## src/rtl/bit_stream_packer.sv

```systemverilog
// ============================================================================
// Module   : bit_stream_packer
// Brief    : Packs a qualified serial bit stream into WIDTH-bit words with a
//            one-cycle strobe; flushes a zero-padded partial word on last_i.
// Option   : BIT_STREAM_PACKER_MSB_FIRST_EN places the first bit at the MSB.
// Revision : 1.0 - initial release
// ============================================================================
`default_nettype none

module bit_stream_packer #(
   parameter int WIDTH = 16
) (
   input  logic                     clk_i,
   input  logic                     srst_i,
   input  logic                     data_i,
   input  logic                     data_val_i,
   input  logic                     last_i,
   output logic [WIDTH-1:0]         data_o,
   output logic                     data_val_o,
   output logic [$clog2(WIDTH):0]   data_mod_o
);

   localparam int CNT_W = $clog2(WIDTH);
   localparam int MOD_W = $clog2(WIDTH) + 1;
   localparam logic [CNT_W-1:0] LAST_IDX = CNT_W'(WIDTH - 1);

   logic [WIDTH-1:0] asm_q, asm_d;
   logic [CNT_W-1:0] cnt_q, cnt_d;
   logic [WIDTH-1:0] data_q, data_d;
   logic             val_q, val_d;
   logic [MOD_W-1:0] mod_q, mod_d;

   logic [CNT_W-1:0] bit_pos;
   logic [WIDTH-1:0] word_next;
   logic             word_done;

`ifdef BIT_STREAM_PACKER_MSB_FIRST_EN
   assign bit_pos = LAST_IDX - cnt_q;
`else
   assign bit_pos = cnt_q;
`endif

   // The assembly register is cleared at every word boundary, so unwritten
   // positions of a flushed partial word are already zero.
   always_comb begin
      word_next          = asm_q;
      word_next[bit_pos] = data_i;
   end

   assign word_done = (cnt_q == LAST_IDX) || last_i;

   always_comb begin
      asm_d  = asm_q;
      cnt_d  = cnt_q;
      data_d = data_q;
      mod_d  = mod_q;
      val_d  = 1'b0;
      if (data_val_i) begin
         if (word_done) begin
            data_d = word_next;
            mod_d  = MOD_W'(cnt_q) + MOD_W'(1);
            val_d  = 1'b1;
            cnt_d  = '0;
            asm_d  = '0;
         end else begin
            asm_d  = word_next;
            cnt_d  = cnt_q + CNT_W'(1);
         end
      end
   end

   always_ff @(posedge clk_i) begin
      if (srst_i) begin
         asm_q  <= '0;
         cnt_q  <= '0;
         data_q <= '0;
         mod_q  <= '0;
         val_q  <= 1'b0;
      end else begin
         asm_q  <= asm_d;
         cnt_q  <= cnt_d;
         data_q <= data_d;
         mod_q  <= mod_d;
         val_q  <= val_d;
      end
   end

   assign data_o     = data_q;
   assign data_val_o = val_q;
   assign data_mod_o = mod_q;

endmodule

`default_nettype wire

```

## config.mk

```make
export PLATFORM = sky130hd
export DESIGN_NAME = bit_stream_packer
export DESIGN_NICKNAME = d
export VERILOG_FILES = /design/src/rtl/bit_stream_packer.sv
export SDC_FILE = /design/constraint.sdc
export NUM_CORES = 1
export LEC_CHECK = 0
export CAP_MARGIN = 25
export CORE_MARGIN = 2
export CORE_UTILIZATION = 48
export CTS_CLUSTER_DIAMETER = 120
export DETAILED_ROUTE_END_ITERATION = 10
export PLACE_DENSITY = 0.75
export SYNTH_ARGS = -nofsm -noshare
export SYNTH_HDL_FRONTEND = slang
export SYNTH_SLANG_ARGS = --single-unit
```

## constraint.sdc

```tcl
create_clock -name clk_i -period 1.7 [get_ports clk_i]
set_input_delay 0.34 -clock clk_i [delete_from_list [all_inputs] [get_ports clk_i]]
set_output_delay 0.34 -clock clk_i [all_outputs]
set_load 0.005 [all_outputs]
```

* Yosys cells after proc, flatten, opt, wreduce, memory -nomap -nowiden
Index checks and enable logic that the tools add are counted.
Storage, ports and cells: register bits 42, bits of input ports 5, output and inout bits 22, logic and storage cells 21
Operators by class: add/subtract/negate cells 2, order comparisons 2, eq/ne operators 1, multiplexer cells 6, bitwise gates (word level) 1, reductions and logical operators 4
Operator list (count):
- bitwise mux 16 bit | 1
- 2-to-1 mux 16 bit | 1
- adder 4 x 1 -> 5 bit, second input constant | 1
- less-than comparator 4 x 5 -> 1 bit, second input constant | 1
- adder 4 x 1 -> 4 bit, second input constant | 1
- demux 1 bit (select 4 bit) | 1
- equality test 4 bit, second input constant | 1
- greater-or-equal comparator 4 x 1 -> 1 bit, second input constant | 1
- 2-to-1 mux 4 bit | 1
- 2-to-1 mux 1 bit | 2
- AND reduction 2 bit | 1
- OR reduction 2 bit | 1
- logical AND 1 bit | 1
- logical OR 1 bit | 1
- NOT 1 bit | 1

* Longest topological paths before layout
word-level depth 6, depth in mapped cells 7, gate-level depth less buffers 5

* Worst setup path after synthesis
OpenSTA, ideal clock, no wires.
path type register to register, start point register cnt_q[0] (netlist: bit_pos[0]), end point register asm_q[12], library setup time 69 ps, arrival time 1618 ps, required time 1631 ps, setup slack 13 ps, cell stages (with the launch flop) 8, path buffers 3, clock period less this slack 1687 ps, cell sequence dfxtp_1 -> ha_1 -> buf_6 -> and3_4 -> or4_4 -> buf_6 -> buf_6 -> o21ai_1
Between the ends: word-level cells in the longest chain between the ends 6, elaborated cells between the ends (all ways) 9, those cells by class order compare (2); eq/ne (1); mux (4); reduce/logical (2)
Ends and longest elaborated chain:
- from (decl) | RTL line 28 | logic [CNT_W-1:0] cnt_q, cnt_d;
- from (signal assigned) | RTL line 81 | cnt_q <= cnt_d;
- less-than comparator 4 x 5 -> 1 bit (implied by the code) or greater-or-equal comparator 4 x 1 -> 1 bit (tied branches) | RTL line 47 | word_next[bit_pos] = data_i;
- logical AND 1 bit (implied by the code) | RTL line 47
- 2-to-1 mux 1 bit (implied by the code) | RTL line 47
- demux 1 bit (select 4 bit) | RTL line 47
- bitwise mux 16 bit | RTL line 47
- 2-to-1 mux 16 bit (*) | RTL line 59 | if (word_done) begin
- to (signal assigned) | RTL line 80 | asm_q <= asm_d;
- to (decl) | RTL line 27 | logic [WIDTH-1:0] asm_q, asm_d;
Every way passes the cells marked *; elsewhere a longest branch is shown, timed or not. A chain may end at the register's enable or synchronous reset.

* Worst setup path in the final report
start point register cnt_q[0] (netlist: bit_pos[0]), end point register asm_q[3]
The elaborated chain is that of the path after synthesis.

==> metrics.txt <==
status=completed; Design Area, Final=2320 um2; TritonRoute pass-1 iters=4; antenna cell count=0; synth unique cells=29; initial DRC count=approximately 110; Mapped Cells=196; largest area contributor in the netlist=dfxtp_1; Slew HR=58.6%; # fillers=~330; WP data required=1920 ps; final hold violations=0; CTS root buf=clkbuf_8; Final Non-Filler Cells=274; vias in the first global route=approximately 1600; CP max stage delay=about 600 ps; Vias=1595; H-tree depth=2; fraction of layout cells with a size suffix above 1=16.8%; post-synthesis compound-gate area fraction=21.5%; mux cell area share after synthesis=8.67%; pin count of the biggest net entering global routing=21; dpl ws=-263 ps; Peak Freq=614 MHz; area grow syn2layout=25.7%; dominant cells by area after synthesis=dfxtp_1 (46%), mux2i_1 (8.7%), a211oi_1 (7.3%); WL/cell=16.5 um; Residual DRC=0; Startpoint Class=flop; Total Wirelength=4520 um; clk sink count=42; max-cap violations=0; CP Class=flop to flop; synthesized area per cell=9.42 um2; post-synth top area share=approximately 46%; CP Data Arrival Time=1850 ps; Post-Synth XOR/XNOR Area=0.949%; area of the multi-input gates=940 um2; Top Ports=27; dpl cells=between 200 and 300; Core ar.=3690 um2; post-synthesis sequential area ratio=a little under half; initial core utilization=50.1%; Seq cells post-synth=42; Die W=66.0 um; main combinational cell family by area after synthesis=compound AO/OA/AOI/OAI gates; Final Util=63.0%; initial antenna violation count=0; Critical Path, Cell by Cell=ha_4 -> and3_4 -> or4_4 -> o21ai_0; gr ovfl total=0; Final #Nets=~240; Antenna Nets Post-Route=0; via/cell ratio=5.82; register area=842 um2; Pwr Total=1.86 mW; Final Slew Violations=0; most frequent cells in the layout=dfxtp_1 (41), clkdlybuf4s50_1 (26), a21oi_1 (23); num rows=22; CP endpoint kind=flop; Die Y=66.0 um; final clock skew=approximately 5.7 ps; RSZ-0062 raised after global routing=false; setup ws final=about 70 ps; I/O Buffers=26; Crit-path slowest cell=or4_4; Worst-Skew Late Latency=290 ps; simple-gate share of the synthesized area=between 10 and 15%; CTS hold repair buffers=0; Num CTS Buffers=5; Leakage=0.853 nW; CTS tree=yes; min Tclk post-route=1630 ps; Mapped Area=1850 um2; Syn. warnings=0; first-pass GRT wire length=7230 um; Crit Path Max Fanout=8; Slew @ Worst Pin=621 ps; most common cell after layout, fill and taps aside=dfxtp_1; DP HPWL=2990 um; largest vdd supply drop=0.552 mV; Worst Hold Class=flop to flop; Power Dens Cells=around 800 nW/um2; gpl congestion=0.814; # setup viols final=0; final worst path period share=roughly 96%; Adder-Cell Fraction of Synth Area=~2.7%; Clk pin slew, worst setup/hold paths=~80 ps; clk buf depth=2; hold slack=454 ps; Fin Setup TNS=0 ps; dpl cell area=2170 um2; die area=4360 um2; GRT Overall Usage=21.6%; syn nets=205
-- power breakdown --
group / switching, mW / internal [mW]
logic: 0.115 / 0.114
clock network: 0.315 / 0.283
registers: 0.0175 / 1.01
-- worst paths after layout --
check	startpoint	cells after the start	endpoint	slack, ps
worst min-delay path	asm_q[12]$_SDFFE_PP0P_	2	asm_q[12]$_SDFFE_PP0P_	450
worst max register to register	bit_pos[0]$_SDFFE_PP0P_	4	asm_q[3]$_SDFFE_PP0P_	70
worst max-delay path	bit_pos[0]$_SDFFE_PP0P_	4	asm_q[3]$_SDFFE_PP0P_	70
worst min register to register	asm_q[12]$_SDFFE_PP0P_	2	asm_q[12]$_SDFFE_PP0P_	450
-- worst max-delay path, delay by kind of cell (launching register included) --
family,cells,cell delay [ps]
simple gates,2,810
flops,1,360
fa+ha+maj,1,190
compound gates,1,190
-- synthesized netlist by cell type, drive strengths merged --
| cell | number |
|---|---|
| nor3b | 5 |
| a21oi | 23 |
| nor3 | 1 |
| or4 | 1 |
| buf | 10 |
| a31oi | 1 |
| nand2 | 19 |
| a211oi | 18 |
| nor4bb | 1 |
| and3 | 1 |
| xnor2 | 1 |
| inv | 3 |
| ha | 4 |
| clkbuf | 8 |
| a31o | 1 |
| dfxtp | 42 |
| o21ai | 19 |
| xor2 | 1 |
| nand3 | 8 |
| nand3b | 8 |
| mux2i | 16 |
| nor2 | 4 |
| a22oi | 1 |
-- area by class of cell --
| class | instances | area share (%) |
|---|---|---|
| flip-flops and latches | 42 | 36.3 |
| inverters | 3 | 0.593 |
| well taps | 48 | 2.59 |
| clock buffers | 7 | 3.29 |
| multi-input cells | 134 | 40.5 |
| repair buffers | 40 | 16.8 |
-- flip-flops by register name, summed over array words and instances, names as in the netlist --
name	flops
bit_pos	4
data_o	16
asm_q	16
data_mod_o	5
data_val_o	1
-- layer usage --
| metal | vias to the layer above | track usage (%) | routed length [um] |
|---|---|---|---|
| met5 | - | 0 | 0 |
| met4 | 0 | 7.14 | 65 |
| met3 | 8 | 5.96 | 137 |
| met2 | 30 | 39.6 | 2380 |
| met1 | 791 | 23.8 | 1940 |
| li1 | 766 | - | - |
-- cell families after synthesis --
logic type | Yosys count
AO/OA/AOI/OAI | 63
XOR/XNOR | 2
adder cells (fa/ha/maj) | 4
buffers and inverters | 21
flip-flops | 42
multiplexers | 16
AND/OR/NAND/NOR | 48
-- timing repair --
item                                    4_1_cts  5_1_grt
buffers inserted                              0        1
pin swaps                                     0        3
resized for setup                             2       11
endpoints found under the setup margin       27       27
cloned                                        0        1
Power figures use the tool's default switching activity.
